===== src/rtl/pzcorebus_pattern_master.sv =====
// Programmable pzcorebus traffic source: quiet when idle, on start issues a strided
// READ or non-posted WRITE sequence with patterned data and tracks responses.
package pzcorebus_pkg;
  typedef enum logic [3:0] {
    PZCOREBUS_NULL_COMMAND     = 4'b0000,
    PZCOREBUS_READ             = 4'b0001,
    PZCOREBUS_WRITE            = 4'b0010,
    PZCOREBUS_WRITE_NON_POSTED = 4'b0011
  } pzcorebus_command_type;
endpackage

interface pzcorebus_if #(
  parameter int ID_WIDTH      = 4,
  parameter int ADDRESS_WIDTH = 32,
  parameter int LENGTH_WIDTH  = 8,
  parameter int DATA_WIDTH    = 64,
  parameter int PARAM_WIDTH   = 8,
  parameter int INFO_WIDTH    = 4
);
  logic                                      scmd_accept;
  logic                                      mcmd_valid;
  pzcorebus_pkg::pzcorebus_command_type      mcmd;
  logic [ID_WIDTH-1:0]                       mid;
  logic [ADDRESS_WIDTH-1:0]                  maddr;
  logic [LENGTH_WIDTH-1:0]                   mlength;
  logic [PARAM_WIDTH-1:0]                    mparam;
  logic [INFO_WIDTH-1:0]                     minfo;
  logic                                      sdata_accept;
  logic                                      mdata_valid;
  logic [DATA_WIDTH-1:0]                     mdata;
  logic [DATA_WIDTH/8-1:0]                   mdata_byteen;
  logic                                      mdata_last;
  logic                                      mresp_accept;
  logic                                      sresp_valid;
  logic [1:0]                                sresp;
  logic [ID_WIDTH-1:0]                       sid;
  logic                                      sresp_error;
  logic [DATA_WIDTH-1:0]                     sdata;
  logic                                      sresp_last;

  modport master (
    input  scmd_accept, sdata_accept, sresp_valid, sresp, sid, sresp_error, sdata, sresp_last,
    output mcmd_valid, mcmd, mid, maddr, mlength, mparam, minfo,
    output mdata_valid, mdata, mdata_byteen, mdata_last, mresp_accept
  );
  modport slave (
    output scmd_accept, sdata_accept, sresp_valid, sresp, sid, sresp_error, sdata, sresp_last,
    input  mcmd_valid, mcmd, mid, maddr, mlength, mparam, minfo,
    input  mdata_valid, mdata, mdata_byteen, mdata_last, mresp_accept
  );
endinterface

module pzcorebus_pattern_master
  import pzcorebus_pkg::*;
#(
  parameter int          COUNT_WIDTH     = 16,
  parameter int          MAX_OUTSTANDING = 4,
  parameter int          ADDR_STRIDE     = 64,
  parameter int          MID_VALUE       = 0,
  parameter logic [31:0] DATA_SEED       = 32'hA5A5_0000,
  // must match the widths of the connected pzcorebus_if; DATA_WIDTH a multiple of 32
  parameter int          ID_WIDTH        = 4,
  parameter int          ADDRESS_WIDTH   = 32,
  parameter int          LENGTH_WIDTH    = 8,
  parameter int          DATA_WIDTH      = 64
) (
  input  logic                     i_clk,
  input  logic                     i_rst,
  input  logic                     i_start,
  input  logic                     i_write,
  input  logic [ADDRESS_WIDTH-1:0] i_base_addr,
  input  logic [COUNT_WIDTH-1:0]   i_count,
  input  logic [LENGTH_WIDTH-1:0]  i_length,
  output logic                     o_busy,
  output logic                     o_done,
  output logic [COUNT_WIDTH-1:0]   o_resp_count,
  output logic                     o_error,
  pzcorebus_if.master              master_if
);
  typedef enum logic [2:0] {IDLE, CMD, DATA, DRAIN, DONE} state_e;

  state_e                   state_q, state_d;
  logic                     write_q, write_d;
  logic [ADDRESS_WIDTH-1:0] addr_q, addr_d;
  logic [COUNT_WIDTH-1:0]   count_q, count_d;
  logic [COUNT_WIDTH-1:0]   k_q, k_d;
  logic [LENGTH_WIDTH-1:0]  len_q, len_d;
  logic [LENGTH_WIDTH-1:0]  beat_q, beat_d;
  logic [7:0]               outst_q, outst_d;
  logic [COUNT_WIDTH-1:0]   resp_count_q, resp_count_d;
  logic                     error_q, error_d;

  logic                     cmd_valid, data_valid;
  logic                     cmd_fire, data_fire, resp_fire, last_beat;
  logic [LENGTH_WIDTH-1:0]  eff_len;
  logic [COUNT_WIDTH-1:0]   cur_k;
  logic [31:0]              pattern;
  logic                     unused_resp;

  assign eff_len    = (i_length == '0) ? LENGTH_WIDTH'(1) : i_length;
  assign cmd_valid  = (state_q == CMD) && (outst_q < 8'(MAX_OUTSTANDING));
  assign data_valid = (state_q == DATA);
  assign cmd_fire   = cmd_valid & master_if.scmd_accept;
  assign data_fire  = data_valid & master_if.sdata_accept;
  assign resp_fire  = master_if.sresp_valid & master_if.sresp_last;
  assign last_beat  = (beat_q == len_q - LENGTH_WIDTH'(1));
  // k_q has already advanced past the command whose data is being sent
  assign cur_k      = k_q - COUNT_WIDTH'(1);
  assign pattern    = DATA_SEED + (32'(cur_k) << 8) + 32'(beat_q);
  assign unused_resp = ^{master_if.sresp, master_if.sid, master_if.sdata};

  always_comb begin
    state_d      = state_q;
    write_d      = write_q;
    addr_d       = addr_q;
    count_d      = count_q;
    k_d          = k_q;
    len_d        = len_q;
    beat_d       = beat_q;
    outst_d      = outst_q;
    resp_count_d = resp_count_q;
    error_d      = error_q;

    if (cmd_fire && !resp_fire) begin
      outst_d = outst_q + 8'd1;
    end else if (!cmd_fire && resp_fire && (outst_q != '0)) begin
      outst_d = outst_q - 8'd1;
    end
    if (resp_fire && (resp_count_q != '1)) begin
      resp_count_d = resp_count_q + COUNT_WIDTH'(1);
    end
    if (master_if.sresp_valid && master_if.sresp_error) begin
      error_d = 1'b1;
    end

    case (state_q)
      IDLE: begin
        if (i_start) begin
          if (i_count == '0) begin
            state_d = DONE;
          end else begin
            write_d      = i_write;
            addr_d       = i_base_addr;
            count_d      = i_count;
            k_d          = '0;
            len_d        = eff_len;
            resp_count_d = '0;
            error_d      = 1'b0;
            state_d      = CMD;
          end
        end
      end
      CMD: begin
        if (cmd_fire) begin
          k_d    = k_q + COUNT_WIDTH'(1);
          addr_d = addr_q + ADDRESS_WIDTH'(ADDR_STRIDE);
          beat_d = '0;
          if (write_q)           state_d = DATA;
          else if (k_d < count_q) state_d = CMD;
          else                   state_d = DRAIN;
        end
      end
      DATA: begin
        if (data_fire) begin
          beat_d = beat_q + LENGTH_WIDTH'(1);
          if (last_beat) state_d = (k_q < count_q) ? CMD : DRAIN;
        end
      end
      // leave as soon as the final response is accepted so o_done follows it by one cycle
      DRAIN:   if (outst_d == '0) state_d = DONE;
      DONE:    state_d = IDLE;
      default: state_d = IDLE;
    endcase
  end

  always_ff @(posedge i_clk) begin
    if (i_rst) begin
      state_q      <= IDLE;
      write_q      <= 1'b0;
      addr_q       <= '0;
      count_q      <= '0;
      k_q          <= '0;
      len_q        <= '0;
      beat_q       <= '0;
      outst_q      <= '0;
      resp_count_q <= '0;
      error_q      <= 1'b0;
    end else begin
      state_q      <= state_d;
      write_q      <= write_d;
      addr_q       <= addr_d;
      count_q      <= count_d;
      k_q          <= k_d;
      len_q        <= len_d;
      beat_q       <= beat_d;
      outst_q      <= outst_d;
      resp_count_q <= resp_count_d;
      error_q      <= error_d;
    end
  end

  assign master_if.mcmd_valid   = cmd_valid;
  assign master_if.mcmd         = (state_q != CMD) ? PZCOREBUS_NULL_COMMAND :
                                  write_q ? PZCOREBUS_WRITE_NON_POSTED : PZCOREBUS_READ;
  assign master_if.mid          = ID_WIDTH'(MID_VALUE);
  assign master_if.maddr        = (state_q == CMD) ? addr_q : '0;
  assign master_if.mlength      = (state_q == CMD) ? len_q : '0;
  assign master_if.mparam       = '0;
  assign master_if.minfo        = '0;
  assign master_if.mdata_valid  = data_valid;
  assign master_if.mdata        = data_valid ? {(DATA_WIDTH/32){pattern}} : '0;
  assign master_if.mdata_byteen = data_valid ? '1 : '0;
  assign master_if.mdata_last   = data_valid & last_beat;
  assign master_if.mresp_accept = 1'b1;

  assign o_busy       = (state_q == CMD) || (state_q == DATA) || (state_q == DRAIN);
  assign o_done       = (state_q == DONE);
  assign o_resp_count = resp_count_q;
  assign o_error      = error_q;
endmodule


===== src/flat_wrapper.sv =====
// flat-port wrapper written by rule: the top's interface ports become plain ports
module pzcorebus_pattern_master_flat import pzcorebus_pkg::*;
#(
  parameter int          COUNT_WIDTH     = 16,
  parameter int          MAX_OUTSTANDING = 4,
  parameter int          ADDR_STRIDE     = 64,
  parameter int          MID_VALUE       = 0,
  parameter logic [31:0] DATA_SEED       = 32'hA5A5_0000,
                                                                                     
  parameter int          ID_WIDTH        = 4,
  parameter int          ADDRESS_WIDTH   = 32,
  parameter int          LENGTH_WIDTH    = 8,
  parameter int          DATA_WIDTH      = 64
)
  (i_clk, i_rst, i_start, i_write, i_base_addr, i_count, i_length, o_busy, o_done, o_resp_count, o_error, master_if_scmd_accept, master_if_sdata_accept, master_if_sresp_valid, master_if_sresp, master_if_sid, master_if_sresp_error, master_if_sdata, master_if_sresp_last, master_if_mcmd_valid, master_if_mcmd, master_if_mid, master_if_maddr, master_if_mlength, master_if_mparam, master_if_minfo, master_if_mdata_valid, master_if_mdata, master_if_mdata_byteen, master_if_mdata_last, master_if_mresp_accept);
  pzcorebus_if #(.ID_WIDTH(ID_WIDTH), .ADDRESS_WIDTH(ADDRESS_WIDTH), .LENGTH_WIDTH(LENGTH_WIDTH), .DATA_WIDTH(DATA_WIDTH)) master_if_i ();
  input  logic i_clk;
  input  logic i_rst;
  input  logic i_start;
  input  logic i_write;
  input  logic [ADDRESS_WIDTH-1:0] i_base_addr;
  input  logic [COUNT_WIDTH-1:0] i_count;
  input  logic [LENGTH_WIDTH-1:0] i_length;
  output logic o_busy;
  output logic o_done;
  output logic [COUNT_WIDTH-1:0] o_resp_count;
  output logic o_error;
  input wire logic [$bits(master_if_i.scmd_accept)-1:0] master_if_scmd_accept;
  input wire logic [$bits(master_if_i.sdata_accept)-1:0] master_if_sdata_accept;
  input wire logic [$bits(master_if_i.sresp_valid)-1:0] master_if_sresp_valid;
  input wire logic [$bits(master_if_i.sresp)-1:0] master_if_sresp;
  input wire logic [$bits(master_if_i.sid)-1:0] master_if_sid;
  input wire logic [$bits(master_if_i.sresp_error)-1:0] master_if_sresp_error;
  input wire logic [$bits(master_if_i.sdata)-1:0] master_if_sdata;
  input wire logic [$bits(master_if_i.sresp_last)-1:0] master_if_sresp_last;
  output wire logic [$bits(master_if_i.mcmd_valid)-1:0] master_if_mcmd_valid;
  output wire logic [$bits(master_if_i.mcmd)-1:0] master_if_mcmd;
  output wire logic [$bits(master_if_i.mid)-1:0] master_if_mid;
  output wire logic [$bits(master_if_i.maddr)-1:0] master_if_maddr;
  output wire logic [$bits(master_if_i.mlength)-1:0] master_if_mlength;
  output wire logic [$bits(master_if_i.mparam)-1:0] master_if_mparam;
  output wire logic [$bits(master_if_i.minfo)-1:0] master_if_minfo;
  output wire logic [$bits(master_if_i.mdata_valid)-1:0] master_if_mdata_valid;
  output wire logic [$bits(master_if_i.mdata)-1:0] master_if_mdata;
  output wire logic [$bits(master_if_i.mdata_byteen)-1:0] master_if_mdata_byteen;
  output wire logic [$bits(master_if_i.mdata_last)-1:0] master_if_mdata_last;
  output wire logic [$bits(master_if_i.mresp_accept)-1:0] master_if_mresp_accept;
  assign master_if_i.scmd_accept = master_if_scmd_accept;
  assign master_if_i.sdata_accept = master_if_sdata_accept;
  assign master_if_i.sresp_valid = master_if_sresp_valid;
  assign master_if_i.sresp = master_if_sresp;
  assign master_if_i.sid = master_if_sid;
  assign master_if_i.sresp_error = master_if_sresp_error;
  assign master_if_i.sdata = master_if_sdata;
  assign master_if_i.sresp_last = master_if_sresp_last;
  assign master_if_mcmd_valid = master_if_i.mcmd_valid;
  assign master_if_mcmd = master_if_i.mcmd;
  assign master_if_mid = master_if_i.mid;
  assign master_if_maddr = master_if_i.maddr;
  assign master_if_mlength = master_if_i.mlength;
  assign master_if_mparam = master_if_i.mparam;
  assign master_if_minfo = master_if_i.minfo;
  assign master_if_mdata_valid = master_if_i.mdata_valid;
  assign master_if_mdata = master_if_i.mdata;
  assign master_if_mdata_byteen = master_if_i.mdata_byteen;
  assign master_if_mdata_last = master_if_i.mdata_last;
  assign master_if_mresp_accept = master_if_i.mresp_accept;
  pzcorebus_pattern_master #(.COUNT_WIDTH(COUNT_WIDTH), .MAX_OUTSTANDING(MAX_OUTSTANDING), .ADDR_STRIDE(ADDR_STRIDE), .MID_VALUE(MID_VALUE), .DATA_SEED(DATA_SEED), .ID_WIDTH(ID_WIDTH), .ADDRESS_WIDTH(ADDRESS_WIDTH), .LENGTH_WIDTH(LENGTH_WIDTH), .DATA_WIDTH(DATA_WIDTH)) u_core (.i_clk(i_clk), .i_rst(i_rst), .i_start(i_start), .i_write(i_write), .i_base_addr(i_base_addr), .i_count(i_count), .i_length(i_length), .o_busy(o_busy), .o_done(o_done), .o_resp_count(o_resp_count), .o_error(o_error), .master_if(master_if_i));
endmodule

===== config.mk =====
export PLATFORM = sky130hd
export DESIGN_NAME = pzcorebus_pattern_master_flat
export DESIGN_NICKNAME = d
export VERILOG_FILES = /design/src/rtl/pzcorebus_pattern_master.sv /design/src/flat_wrapper.sv
export SDC_FILE = /design/constraint.sdc
export NUM_CORES = 1
export LEC_CHECK = 0
export BUFFER_PORTS_ARGS = -buffer_cell sky130_fd_sc_hd__buf_2
export CORE_UTILIZATION = 55
export CTS_CLUSTER_SIZE = 28
export DETAILED_ROUTE_END_ITERATION = 16
export PLACE_DENSITY = 0.92
export SETUP_SLACK_MARGIN = 0.2
export SYNTH_ARGS = -nofsm -noshare
export SYNTH_HDL_FRONTEND = slang
export SYNTH_SLANG_ARGS = --single-unit

===== constraint.sdc =====
create_clock -name i_clk -period 7.8 [get_ports i_clk]
set_clock_uncertainty 0.2 [all_clocks]
set_input_delay 0.39 -clock i_clk [delete_from_list [all_inputs] [get_ports i_clk]]
set_output_delay 0.39 -clock i_clk [all_outputs]
set_load 0.01 [all_outputs]

==> results.ini <==
[sta]
rsz0062_at_grt = no
hold_viol_final = 0
period_share = 0.553
period_needed_ns = 4.31
setup_viol = 0
worst_pin_slew_ns = 1.16
finalSetupTns_ns = 0
slew_violations = 0
relSlewSlack = 0.222
max_freq_ghz = 0.232
layout_setup_ws_ns = 3.49
hold_slack_ns = 0.0662

[setup_path]
start_kind = flip-flop
path_class = flip-flop to flip-flop
worstSetupEndpointType = flip-flop
path_depth = 7
crit_chain = or3b_2, clkinv_8, and4_1, o221a_2, o21ai_0, a2bb2oi_1, nor2_1
reg2reg_depth = 7
crit_fanout = 70
crit_family = simple AND/OR/NAND/NOR gates
cp_slowest_stage_delay_ns = 0.93
critPathArrivalTime_ns = 4.33
cp_slowest_cell = or3b_2
required_ns = 7.82
crit_buf_inv = 1

[clock_network]
cts_tree = built
path_clk_slew_ns = 0.07
cts_setup_buffers = 0
post_cts_resized = 0
worstSkewPairLatency_ns = 0.36
cts.sinks = 109
cts_made_buffers = 9
cts_root_buffer = clkbuf_16
ctsHtreeMaxLevel = 3
cts_buffer_depth = 2
cts_hold_buf = 0

[place]
dp_slack_ns = 3.49
port_buffers = 194
place_congestion = 0.882
dp_hpwl_microns = 14200

[synth]
syn_area_per_cell_sq_um = 7.83
synthFlopType = dfxtp_1
ys_seq_area_frac = 0.272
synth_edf_count = 0
synth_area_sq_mm = 0.00801
yosys_warnings = 0
ys_ff_latch = 109
synth_cell_types = 76
syn_inst = 1023
async_flop_share = 0
synth_top_area_share = 0.272
synth.largest_area_cell = dfxtp_1
yosys-top-cells-area = dfxtp_1, buf_4, ha_1, nor2_1, xnor2_1

[global_routing]
antenna_found_initial = 0
grt_pass1_wl_microns = 31500
grt_usage = 0.261
grt_pass1_vias = 6776
grt_max_degree = 71
overflow = 0

[detailed_routing]
drtPass1Iterations = 5
vias_per_cell = 5.80
vias = 7610
detail_route.wl_per_cell_microns = 15.0
ant_nets = 0
wl_microns = 19600
drt_iter0_drc = 648
drc = 0

[floorplanning]
fp.dieH_microns = 123
rows = 43
dieWidth_microns = 123
die-area_sq_mm = 0.0151
design.core.area_sq_mm = 0.0140
initial_utilization = 0.570
ioPinCount = 290

[final_layout]
antenna_cells = 0
final_nets = 1303
drive_gt1_frac = 0.209
fill_cells = 1180
areaGrowthSynthToFinish_pct = 10.4

[status]
status = complete, no violations

[pwr]
vdd_drop_max_mv = 0.231
p_leak_uw = 0.00403
p_per_area_mw_per_mm2 = 274

[worst_hold_path]
hold_path_depth = 3
hold_path.class = input port to flip-flop

[run]
maxCapViolations = 0

==> where the power goes <==
group / total [uW] / internal [uW] / leakage (uW) / switching (uW)
combinational: 1150 / 448 / 0.00299 / 706
clock: 483 / 256 / 0.000148 / 227
sequential: 781 / 654 / 0.000889 / 128
total: 2420 / 1360 / 0.00403 / 1060
==> synth_stat cells (28+ instances only) <==
library cell  count
clkbuf_1         36
o21ai_0          44
nor3_1           32
nor2_1          129
ha_1             40
mux2i_1          33
a21oi_1          49
xor2_1           28
xnor2_1          40
inv_1            33
and2_1           55
nand2_1          63
buf_4            70
dfxtp_1         109
nand3_1          43
==> cell type report <==
cell class,count,area (sq um),share of cell area
timing repair buffer,196,986,0.112
inverter,35,144,0.0163
clock buffer,10,229,0.0259
multi-input combinational,777,5000,0.565
tap,180,225,0.0255
clock inverter,6,77.6,0.00877
sequential,109,2180,0.247
==> placed cells by master, fill, tap and decap left out, types with 5 or more instances in the layout <==
cell type	n
and3_1	11
ha_1	40
and2_1	55
or3_1	16
buf_2	194
nand4_1	21
inv_1	33
nand2_1	63
a211oi_1	11
xnor2_1	40
nor2_1	129
clkbuf_16	9
o31ai_1	9
o21ai_0	44
a21o_1	7
nor3_1	32
nand3_1	43
a31oi_1	9
mux2i_1	33
conb_1	25
a22oi_1	12
a41oi_1	5
xor2_1	28
a21oi_1	49
dfxtp_1	109
nor3b_1	5
nor4_1	14
==> per-layer routing <==
metal	GRT usage	wire (microns)	up-vias
li1	-	-	3726
met1	0.320	8450	3502
met2	0.444	9440	347
met3	0.0553	1290	35
met4	0.101	452	0
met5	0	0	-
==> worst paths after layout <==
kind	from	to	slack, ns
hold reg to reg	u_core.o_error	u_core.o_error	0.29
hold / removal	i_base_addr[5]	u_core.addr_q[5]	0.07
setup / recovery	u_core.state_q[0]	u_core.addr_q[30]	3.49
setup reg to reg	u_core.state_q[0]	u_core.addr_q[30]	3.49
==> through the flow <==
step,std cells,power [uW],instance area [sq um],utilization
finish,1313,2420,8840,0.630
global route,1313,2600,8840,0.630
CTS,1313,2420,8840,0.630
detailed placement,1297,1930,8540,0.608
global placement,1297,1890,8540,0.608
floorplan,1046,1710,8100,-
==> logic make-up after synthesis <==
group / Yosys count / synth area share
AND/OR/NAND/NOR: 425 / 0.278
multiplexers: 34 / 0.0426
buffers and inverters: 160 / 0.114
other: 2 / 0.000938
flip-flops: 109 / 0.272
adder cells (fa/ha/maj): 40 / 0.0625
XOR/XNOR: 68 / 0.0744
AO/OA/AOI/OAI: 185 / 0.155
==> registers in the layout, summed over array words and instances, names as in the netlist <==
register and cells:
u_core.state_q 3, u_core.addr_q 32, u_core.write_q 1, u_core.o_error 1, u_core.k_q 16, u_core.outst_q 8
u_core.len_q 8, u_core.count_q 16, u_core.o_resp_count 16, u_core.beat_q 8
==> worst reg2reg max path, delay by kind of cell (launching register included) <==
| family | cells | cell delay (ns) |
|---|---|---|
| flip-flops | 1 | 0.53 |
| AO/OA/AOI/OAI | 3 | 1.25 |
| AND/OR/NAND/NOR | 3 | 1.80 |
| buffers and inverters | 1 | 0.41 |
(Power assumes the default switching activity.)
